$ cat src/rtl/sdram_frame_sched_if.sv
// Bus bundle between sdram_frame_sched (master) and its FIFOs, bank_switch and sdram_top (slave).
// Stats ports exist only when SDRAM_SCHED_STATS_EN is defined.
interface sdram_frame_sched_if;
  logic        cmos_vsyn;
  logic        vga_vsyn;
  logic        wr_fifo_rdy;
  logic        rd_fifo_rdy;
  logic        rd_fifo_low;
  logic [1:0]  cam_bank;
  logic [1:0]  vga_bank;
  logic        wr_sdram_req;
  logic        wr_sdram_ack;
  logic [23:0] wr_sdram_add;
  logic        rd_sdram_req;
  logic        rd_sdram_ack;
  logic [23:0] rd_sdram_add;
  logic        clr_wr_fifo;
  logic        clr_rd_fifo;
  logic        wr_frame_done;
`ifdef SDRAM_SCHED_STATS_EN
  logic [15:0] wr_burst_cnt;
  logic [15:0] rd_burst_cnt;
  logic [15:0] rd_starve_cnt;
`endif

  modport master (
    input  cmos_vsyn, vga_vsyn, wr_fifo_rdy, rd_fifo_rdy, rd_fifo_low,
    input  cam_bank, vga_bank, wr_sdram_ack, rd_sdram_ack,
    output wr_sdram_req, wr_sdram_add, rd_sdram_req, rd_sdram_add,
`ifdef SDRAM_SCHED_STATS_EN
    output wr_burst_cnt, rd_burst_cnt, rd_starve_cnt,
`endif
    output clr_wr_fifo, clr_rd_fifo, wr_frame_done
  );

  modport slave (
    output cmos_vsyn, vga_vsyn, wr_fifo_rdy, rd_fifo_rdy, rd_fifo_low,
    output cam_bank, vga_bank, wr_sdram_ack, rd_sdram_ack,
    input  wr_sdram_req, wr_sdram_add, rd_sdram_req, rd_sdram_add,
`ifdef SDRAM_SCHED_STATS_EN
    input  wr_burst_cnt, rd_burst_cnt, rd_starve_cnt,
`endif
    input  clr_wr_fifo, clr_rd_fifo, wr_frame_done
  );
endinterface

$ cat src/rtl/sdram_frame_sched.sv
// Arbitrates the single SDRAM user port between camera writes and VGA reads, one row per burst.
// Optional burst/starvation counters are enabled by defining SDRAM_SCHED_STATS_EN.
module sdram_frame_sched #(
  parameter int ROWS_PER_FRAME = 750,
  parameter int ROW_W          = 13
) (
  input logic               clk_133M,
  input logic               rst_133,
  sdram_frame_sched_if.master bus
);

  typedef enum logic [1:0] {IDLE, WR_BUSY, RD_BUSY} state_t;

  localparam logic [ROW_W-1:0] ROW_LIMIT = ROW_W'(ROWS_PER_FRAME);

  state_t           state, state_n;
  logic [4:0]       sync_a, sync_b;
  logic             cmos_q, vga_q;
  logic [ROW_W-1:0] wr_row, rd_row;
  logic [1:0]       wr_bank, rd_bank;
  logic             pend_wr, pend_rd;
  logic             last_rd;
  logic             clr_wr, clr_rd;

  logic cmos_s, vga_s, wr_rdy_s, rd_rdy_s, rd_low_s;
  logic cam_sof, vga_sof, wr_elig, rd_elig, wr_ack_ok, rd_ack_ok;

  // Every async flag gets two flops; the vsyncs get a third for edge detection.
  always_ff @(posedge clk_133M) begin
    if (rst_133) begin
      sync_a <= '0;
      sync_b <= '0;
      cmos_q <= 1'b0;
      vga_q  <= 1'b0;
    end else begin
      sync_a <= {bus.rd_fifo_low, bus.rd_fifo_rdy, bus.wr_fifo_rdy, bus.vga_vsyn, bus.cmos_vsyn};
      sync_b <= sync_a;
      cmos_q <= sync_b[0];
      vga_q  <= sync_b[1];
    end
  end

  assign cmos_s   = sync_b[0];
  assign vga_s    = sync_b[1];
  assign wr_rdy_s = sync_b[2];
  assign rd_rdy_s = sync_b[3];
  assign rd_low_s = sync_b[4];

  assign cam_sof   = cmos_q & ~cmos_s;
  assign vga_sof   = vga_s & ~vga_q;
  assign wr_elig   = wr_rdy_s & (wr_row < ROW_LIMIT) & ~pend_wr;
  assign rd_elig   = rd_rdy_s & (rd_row < ROW_LIMIT) & ~pend_rd;
  assign wr_ack_ok = (state == WR_BUSY) & bus.wr_sdram_ack;
  assign rd_ack_ok = (state == RD_BUSY) & bus.rd_sdram_ack;

  always_ff @(posedge clk_133M) begin
    if (rst_133) state <= IDLE;
    else         state <= state_n;
  end

  // A nearly-empty read FIFO pre-empts round-robin; otherwise the side not served last wins.
  always_comb begin
    state_n = state;
    case (state)
      IDLE: begin
        if (rd_elig & rd_low_s)     state_n = RD_BUSY;
        else if (wr_elig & rd_elig) state_n = last_rd ? WR_BUSY : RD_BUSY;
        else if (wr_elig)           state_n = WR_BUSY;
        else if (rd_elig)           state_n = RD_BUSY;
      end
      WR_BUSY: if (bus.wr_sdram_ack) state_n = IDLE;
      RD_BUSY: if (bus.rd_sdram_ack) state_n = IDLE;
      default: state_n = IDLE;
    endcase
  end

  // A frame start during a burst is deferred so the burst address never changes under sdram_top.
  always_ff @(posedge clk_133M) begin
    if (rst_133) begin
      wr_row  <= '0;
      wr_bank <= 2'd0;
      pend_wr <= 1'b0;
      clr_wr  <= 1'b0;
    end else begin
      clr_wr <= 1'b0;
      if (wr_ack_ok) begin
        pend_wr <= 1'b0;
        if (pend_wr | cam_sof) begin
          wr_row  <= '0;
          wr_bank <= bus.cam_bank;
          clr_wr  <= 1'b1;
        end else begin
          wr_row <= wr_row + 1'b1;
        end
      end else if (cam_sof) begin
        if (state == WR_BUSY) begin
          pend_wr <= 1'b1;
        end else begin
          wr_row  <= '0;
          wr_bank <= bus.cam_bank;
          clr_wr  <= 1'b1;
        end
      end
    end
  end

  always_ff @(posedge clk_133M) begin
    if (rst_133) begin
      rd_row  <= '0;
      rd_bank <= 2'd0;
      pend_rd <= 1'b0;
      clr_rd  <= 1'b0;
    end else begin
      clr_rd <= 1'b0;
      if (rd_ack_ok) begin
        pend_rd <= 1'b0;
        if (pend_rd | vga_sof) begin
          rd_row  <= '0;
          rd_bank <= bus.vga_bank;
          clr_rd  <= 1'b1;
        end else begin
          rd_row <= rd_row + 1'b1;
        end
      end else if (vga_sof) begin
        if (state == RD_BUSY) begin
          pend_rd <= 1'b1;
        end else begin
          rd_row  <= '0;
          rd_bank <= bus.vga_bank;
          clr_rd  <= 1'b1;
        end
      end
    end
  end

  always_ff @(posedge clk_133M) begin
    if (rst_133)        last_rd <= 1'b1;
    else if (wr_ack_ok) last_rd <= 1'b0;
    else if (rd_ack_ok) last_rd <= 1'b1;
  end

  assign bus.wr_sdram_req  = (state == WR_BUSY);
  assign bus.rd_sdram_req  = (state == RD_BUSY);
  assign bus.wr_sdram_add  = {wr_bank, wr_row, 9'd0};
  assign bus.rd_sdram_add  = {rd_bank, rd_row, 9'd0};
  assign bus.clr_wr_fifo   = clr_wr;
  assign bus.clr_rd_fifo   = clr_rd;
  assign bus.wr_frame_done = (wr_row == ROW_LIMIT);

`ifdef SDRAM_SCHED_STATS_EN
  logic [15:0] wr_cnt, rd_cnt, starve_cnt;

  // Per-frame counters: cleared by their own side's frame start, saturating otherwise.
  always_ff @(posedge clk_133M) begin
    if (rst_133) begin
      wr_cnt     <= 16'd0;
      rd_cnt     <= 16'd0;
      starve_cnt <= 16'd0;
    end else begin
      if (cam_sof)                             wr_cnt <= 16'd0;
      else if (wr_ack_ok && wr_cnt != 16'hFFFF) wr_cnt <= wr_cnt + 16'd1;
      if (vga_sof)                             rd_cnt <= 16'd0;
      else if (rd_ack_ok && rd_cnt != 16'hFFFF) rd_cnt <= rd_cnt + 16'd1;
      if (vga_sof)
        starve_cnt <= 16'd0;
      else if (rd_low_s && state == WR_BUSY && starve_cnt != 16'hFFFF)
        starve_cnt <= starve_cnt + 16'd1;
    end
  end

  assign bus.wr_burst_cnt  = wr_cnt;
  assign bus.rd_burst_cnt  = rd_cnt;
  assign bus.rd_starve_cnt = starve_cnt;
`endif

endmodule

$ cat src/flat_wrapper.sv
// flat-port wrapper written by rule: the top's interface ports become plain ports
module sdram_frame_sched_flat 
#(
  parameter int ROWS_PER_FRAME = 750,
  parameter int ROW_W          = 13
)
  (clk_133M, rst_133, bus_cmos_vsyn, bus_vga_vsyn, bus_wr_fifo_rdy, bus_rd_fifo_rdy, bus_rd_fifo_low, bus_cam_bank, bus_vga_bank, bus_wr_sdram_ack, bus_rd_sdram_ack, bus_wr_sdram_req, bus_wr_sdram_add, bus_rd_sdram_req, bus_rd_sdram_add, bus_clr_wr_fifo, bus_clr_rd_fifo, bus_wr_frame_done);
  sdram_frame_sched_if bus_i ();
  input logic clk_133M;
  input logic rst_133;
  input wire logic [$bits(bus_i.cmos_vsyn)-1:0] bus_cmos_vsyn;
  input wire logic [$bits(bus_i.vga_vsyn)-1:0] bus_vga_vsyn;
  input wire logic [$bits(bus_i.wr_fifo_rdy)-1:0] bus_wr_fifo_rdy;
  input wire logic [$bits(bus_i.rd_fifo_rdy)-1:0] bus_rd_fifo_rdy;
  input wire logic [$bits(bus_i.rd_fifo_low)-1:0] bus_rd_fifo_low;
  input wire logic [$bits(bus_i.cam_bank)-1:0] bus_cam_bank;
  input wire logic [$bits(bus_i.vga_bank)-1:0] bus_vga_bank;
  input wire logic [$bits(bus_i.wr_sdram_ack)-1:0] bus_wr_sdram_ack;
  input wire logic [$bits(bus_i.rd_sdram_ack)-1:0] bus_rd_sdram_ack;
  output wire logic [$bits(bus_i.wr_sdram_req)-1:0] bus_wr_sdram_req;
  output wire logic [$bits(bus_i.wr_sdram_add)-1:0] bus_wr_sdram_add;
  output wire logic [$bits(bus_i.rd_sdram_req)-1:0] bus_rd_sdram_req;
  output wire logic [$bits(bus_i.rd_sdram_add)-1:0] bus_rd_sdram_add;
  output wire logic [$bits(bus_i.clr_wr_fifo)-1:0] bus_clr_wr_fifo;
  output wire logic [$bits(bus_i.clr_rd_fifo)-1:0] bus_clr_rd_fifo;
  output wire logic [$bits(bus_i.wr_frame_done)-1:0] bus_wr_frame_done;
  assign bus_i.cmos_vsyn = bus_cmos_vsyn;
  assign bus_i.vga_vsyn = bus_vga_vsyn;
  assign bus_i.wr_fifo_rdy = bus_wr_fifo_rdy;
  assign bus_i.rd_fifo_rdy = bus_rd_fifo_rdy;
  assign bus_i.rd_fifo_low = bus_rd_fifo_low;
  assign bus_i.cam_bank = bus_cam_bank;
  assign bus_i.vga_bank = bus_vga_bank;
  assign bus_i.wr_sdram_ack = bus_wr_sdram_ack;
  assign bus_i.rd_sdram_ack = bus_rd_sdram_ack;
  assign bus_wr_sdram_req = bus_i.wr_sdram_req;
  assign bus_wr_sdram_add = bus_i.wr_sdram_add;
  assign bus_rd_sdram_req = bus_i.rd_sdram_req;
  assign bus_rd_sdram_add = bus_i.rd_sdram_add;
  assign bus_clr_wr_fifo = bus_i.clr_wr_fifo;
  assign bus_clr_rd_fifo = bus_i.clr_rd_fifo;
  assign bus_wr_frame_done = bus_i.wr_frame_done;
  sdram_frame_sched #(.ROWS_PER_FRAME(ROWS_PER_FRAME), .ROW_W(ROW_W)) u_core (.clk_133M(clk_133M), .rst_133(rst_133), .bus(bus_i));
endmodule
$ cat config.mk
export PLATFORM = sky130hd
export DESIGN_NAME = sdram_frame_sched_flat
export DESIGN_NICKNAME = d
export VERILOG_FILES = /design/src/rtl/sdram_frame_sched_if.sv /design/src/rtl/sdram_frame_sched.sv /design/src/flat_wrapper.sv
export SDC_FILE = /design/constraint.sdc
export NUM_CORES = 1
export LEC_CHECK = 0
export BUFFER_PORTS_ARGS = -buffer_cell sky130_fd_sc_hd__buf_4
export CAP_MARGIN = 5
export CORE_ASPECT_RATIO = 1.75
export CORE_UTILIZATION = 47
export CTS_CLUSTER_SIZE = 25
export DETAILED_ROUTE_END_ITERATION = 8
export PLACE_DENSITY_LB_ADDON = 0.08
export SLEW_MARGIN = 20
export SYNTH_ARGS = -nofsm -noshare
export SYNTH_HDL_FRONTEND = slang
export SYNTH_SLANG_ARGS = --single-unit
$ cat constraint.sdc
create_clock -name clk_133M -period 1.71 [get_ports clk_133M]
set_input_delay 0.171 -clock clk_133M [delete_from_list [all_inputs] [get_ports clk_133M]]
set_output_delay 0.171 -clock clk_133M [all_outputs]
set_load 0.05 [all_outputs]
After elaboration in Yosys (flattened, before gate mapping)
Index checks and enable logic that the tools add are counted.
- eq/ne operators: 10
- muxes and demuxes: 34
- order comparisons: 2
- reductions and logical operators: 13
- add/subtract/negate cells: 2
- bitwise logic cells: 16
- operator list (cell ; count):
    $mux W13 ; 8
    $mux W2 ; 15
    $add A13 B1 Y13 const B ; 2
    $lt A13 B10 Y1 const B ; 2
    $eq A13 B10 Y1 const B ; 1
    $and A1 B1 Y1 ; 10
    $mux W1 ; 10
    $reduce_and A3 Y1 ; 3
    $ne A2 B2 Y1 const B ; 4
    $reduce_and A2 Y1 ; 4
    $pmux W2 S3 ; 1
    $reduce_bool A2 Y1 ; 3
    $ne A5 B1 Y1 const B ; 1
    $ne A2 B1 Y1 const B ; 2
    $not A1 Y1 ; 4
    $reduce_or A2 Y1 ; 2
    $eq A2 B1 Y1 const B ; 1
    $eq A2 B2 Y1 const B ; 1
    $logic_not A2 Y1 ; 1
    $or A1 B1 Y1 ; 2
- output and inout bits: 53
- flip-flop bits (word level): 49

Logic depth before layout (Yosys ltp)
- word-level depth: 8
- depth in mapped cells: 6
- gate-level depth less buffers: 5

Worst setup path before layout
No wires, ideal clock.
- path kind: flip-flop to flip-flop
- start point: reg u_core.wr_row[1]
- end point: reg u_core.wr_row[12]
- period minus slack after synthesis: 2033 ps
- setup slack: -323 ps
- arrival time: 1919 ps
- cell stages (with the launch flop): 7
- buffers on the path: 1
- path through: dfxtp_1 ha_1 and4_1 clkbuf_1 nand4_1 a22o_1 a21o_1
- longest elaborated chain between the ends: 3
- RTL lines (item ; line ; RTL):
    start: declaration ; sdram_frame_sched.sv:19 ; logic [ROW_W-1:0] wr_row, rd_row;
    start signal: assignment ; sdram_frame_sched.sv:93 ; wr_row <= wr_row + 1'b1;
    $add A13 B1 Y13 ; sdram_frame_sched.sv:93 ;
    $mux W13 ; sdram_frame_sched.sv:88 ; if (pend_wr | cam_sof) begin
    $mux W13 ; sdram_frame_sched.sv:86 ; if (wr_ack_ok) begin
Every way passes these cells.
A chain may end at the register's enable or synchronous reset.

Final worst setup path
- start point: reg u_core.wr_row[0]
- end point: out bus_wr_frame_done
- longest elaborated chain between the ends: 1
- RTL lines (item ; line ; RTL):
    $eq A13 B10 Y1 ; sdram_frame_sched.sv:148 ; assign bus.wr_frame_done = (wr_row == ROW_LIMIT);
    end: declaration ; flat_wrapper.sv:26 ; output wire logic [$bits(bus_i.wr_frame_done)-1:0] bus_wr_frame_done;
Every way passes these cells.

==> run metrics <==
GP Congestion 0.8291; die width 57.27 um; post-route cell area 0.003104 mm2; number of warnings issued by yosys 0; detailed-router iteration count before antenna repair 7; number of distinct library cells after synthesis 63; Congestion Overflow GR 0; cells after synthesis 275; DRC violation total after the first TritonRoute iteration 114; asr flop ratio synth 0%; net count reported at finish 349; antenna violations before repair 0; antenna-violating nets left 0; Post-Synthesis Mean Instance Area 9.136 um2; unrepaired setup endpoints after global routing true; most common cell after layout, fill and taps aside sky130_fd_sc_hd__buf_4; Setup Total Neg Slack 0 ns; number of synthesized flops with an enable pin 0; global-route wire length before repair 9.204 mm; power per cell area 744.3 mW/mm2; routed vias/inst 5.794; register cell area after layout 0.001001 mm2; clock tree buffer depth 2; sequential element share of the synthesized area 39.04%; maximum number of pins on one net before global-route repair 25; port bufs 47; Placement Rows 34; most frequent cells in the layout 65 x sky130_fd_sc_hd__buf_4, 37 x sky130_fd_sc_hd__dfxtp_1, 20 x sky130_fd_sc_hd__nand2_1; proportion of layout cells with a drive suffix above 1 30.84%; TritonCTS sink count 49; path type of the worst setup path flip-flop to output port; global-route usage over all layers 20.73%; clock tree from TritonCTS done; class of the tightest hold or removal check input port to flip-flop; Min-Delay Path Depth 2; via count of the first global-routing pass 2027; GR Layer Usage met3 2.625%; dominant synthesized flop cell sky130_fd_sc_hd__dfxtp_1; Placed Area 0.002904 mm2; later-pin clock latency in the skew report 0.30 ns; CTS Root Cell sky130_fd_sc_hd__clkbuf_8; Global Route met1 Usage 22.82%; via total after detailed routing 2248; final routed wire length divided by cell count 14.65 um; half-perimeter wire length after placement 4.057 mm; DRC 10; number of buffers added by the clock tree synthesis step 5; number of fill cells in the layout 473; post-synthesis instance area 0.002512 mm2; num ports 66; Min Clock Period, post-route 1.695 ns; fraction of the cycle the final worst path needs 99.14%; arrival time at the worst endpoint 1.52 ns; status complete, but fails checks; worst path required time 1.54 ns; Starting Density 49.63%; post-detailed-routing wire length 5.684 mm; final slew viol count 0; type of destination of the critical path output port; clock input transition at the sequential cells of the worst setup and hold paths 0.09 ns; setup violators final 0; CTS H-tree depth 2; Reg2Reg Depth 6; die footprint 0.005654 mm2; hold-fix buffers at CTS 0; ANT cells 0; highest fanout seen on the critical path 2; Slew @ Worst Pin 0.5209 ns; peak supply drop 491.1 uV; Pleak 1.285 nW; failing checks design-rule violations; number of hold-slack violations in the final timing report 0; most crowded layer after global routing met2; reported max-cap violation count 0; met2 Resource Use GR 38.10%; area of the core 0.005062 mm2; category of the worst setup path launch point flip-flop; worst slew slack as a fraction of its limit 64.98%; chip height 98.72 um; number of storage elements in the synthesis netlist 49; clock tree skew after final layout 0.004610 ns; Layout Area Growth over Synthesis 23.56%; achievable frequency 589.8 MHz; area taken by multi-input logic gates 0.001388 mm2
[synth_stat cells, types with 3 or more instances]
master                     instances  share of area, %
sky130_fd_sc_hd__nor2_1           11               1.6
sky130_fd_sc_hd__nand2b_1          8               2.0
sky130_fd_sc_hd__clkbuf_1          5              0.75
sky130_fd_sc_hd__and3_1            4               1.0
sky130_fd_sc_hd__buf_4            20               6.0
sky130_fd_sc_hd__nand4b_1          5               1.7
sky130_fd_sc_hd__a21oi_1          15               3.0
sky130_fd_sc_hd__inv_1             7               1.0
sky130_fd_sc_hd__nor3b_1           3              0.90
sky130_fd_sc_hd__buf_2             5               1.0
sky130_fd_sc_hd__nand2_1          20               3.0
sky130_fd_sc_hd__a211oi_1          3              0.90
sky130_fd_sc_hd__o311ai_0          3               1.0
sky130_fd_sc_hd__a22oi_1           3              0.90
sky130_fd_sc_hd__ha_1              3               1.5
sky130_fd_sc_hd__o41ai_1           4               1.4
sky130_fd_sc_hd__nor3_1            3              0.60
sky130_fd_sc_hd__nor2b_1          13               3.2
sky130_fd_sc_hd__a311oi_1          8               2.8
sky130_fd_sc_hd__a41oi_1           4               1.4
sky130_fd_sc_hd__nand4_1           5               1.2
sky130_fd_sc_hd__a31oi_1           3              0.75
sky130_fd_sc_hd__a21o_1            3              0.90
sky130_fd_sc_hd__o21ai_0           7               1.4
sky130_fd_sc_hd__dfxtp_1          49                39
sky130_fd_sc_hd__nand3_1           8               1.6
sky130_fd_sc_hd__nand3b_1          3              0.90
sky130_fd_sc_hd__mux2i_1           4               1.6
[worst paths after layout]
| kind | slack, ns | to | startpoint |
|---|---|---|---|
| worst min-delay path | 0.08 | u_core.sync_a[0]$_SDFF_PP0_ | bus_cmos_vsyn |
| worst min register to register | 0.44 | u_core.sync_b[4]$_SDFF_PP0_ | u_core.sync_a[4]$_SDFF_PP0_ |
| worst max-delay path | 0.01 | bus_wr_frame_done | u_core.wr_row[0]$_SDFFE_PP0P_ |
| worst max register to register | 0.08 | u_core.wr_row[6]$_SDFFE_PP0P_ | u_core.wr_row[0]$_SDFFE_PP0P_ |
[worst max-delay path: stages (launching register included)]
cell and delay [ns]:
sky130_fd_sc_hd__dfxtp_4 0.36, sky130_fd_sc_hd__inv_4 0.06, sky130_fd_sc_hd__ha_4 0.11, sky130_fd_sc_hd__nand4b_1 0.12
sky130_fd_sc_hd__nor4_1 0.17, sky130_fd_sc_hd__and4b_1 0.24, sky130_fd_sc_hd__buf_6 0.16
[through the flow]
stage	util, %	worst slack, ns	instances	power, mW	hold WS [ns]
after floorplan	-	-0.08787	292	1.425	0.2687
after global placement	57.37	0.1217	374	1.458	0.3805
after detailed placement	57.37	0.04941	374	1.460	0.3889
after CTS	60.90	-0.08014	387	2.333	0.06854
after global routing	61.32	-0.07766	388	2.393	0.06979
final	61.32	0.01464	388	2.310	0.07695
[registers in the layout, summed over array words and instances, names as in the netlist, 2 cells and up]
signal / cells
u_core.sync_a: 5
u_core.sync_b: 5
u_core.state: 2
u_core.wr_row: 13
u_core.wr_bank: 2
u_core.rd_row: 13
u_core.rd_bank: 2
[area by class of cell]
class                      count  share of cell area [%]
sequential                    49                   32.25
multi-input combinational    204                   44.70
clock buffer                   6                   2.660
inverter                       7                  0.9270
timing repair buffer          66                   16.08
tap                           54                   2.177
clock inverter                 2                   1.209
[routing by layer]
layer  wire length, um  part of all wire (%)
met2              3109                    55
met1              2264                    40
met4               140                   2.5
met3               169                   3.0
met5                 0                     0
[cell families (layout without fill, tap and decap cells)]
| logic type | count (synthesis) | in the layout | share of synthesized area, % |
|---|---|---|---|
| multiplexers | 4 | 4 | 1.594 |
| flip-flops | 49 | 49 | 39.04 |
| buffers and inverters | 39 | 81 | 9.113 |
| other | 1 | 18 | 0.1493 |
| AND/OR/NAND/NOR | 106 | 106 | 26.94 |
| adder cells (fa/ha/maj) | 3 | 3 | 1.494 |
| AO/OA/AOI/OAI | 73 | 73 | 21.66 |
[power by group]
group | switching (mW) | internal, mW
logic | 0.188 | 0.0807
clock network | 0.397 | 0.476
registers | 0.0119 | 1.16
[repair_timing]
item,in CTS,in global routing
gates cloned,0,0
resized for setup,6,8
buffers inserted,5,1
endpoints found under the setup margin,1,7
pin swaps,2,1
No activity file was read; power rests on OpenSTA's default activity.
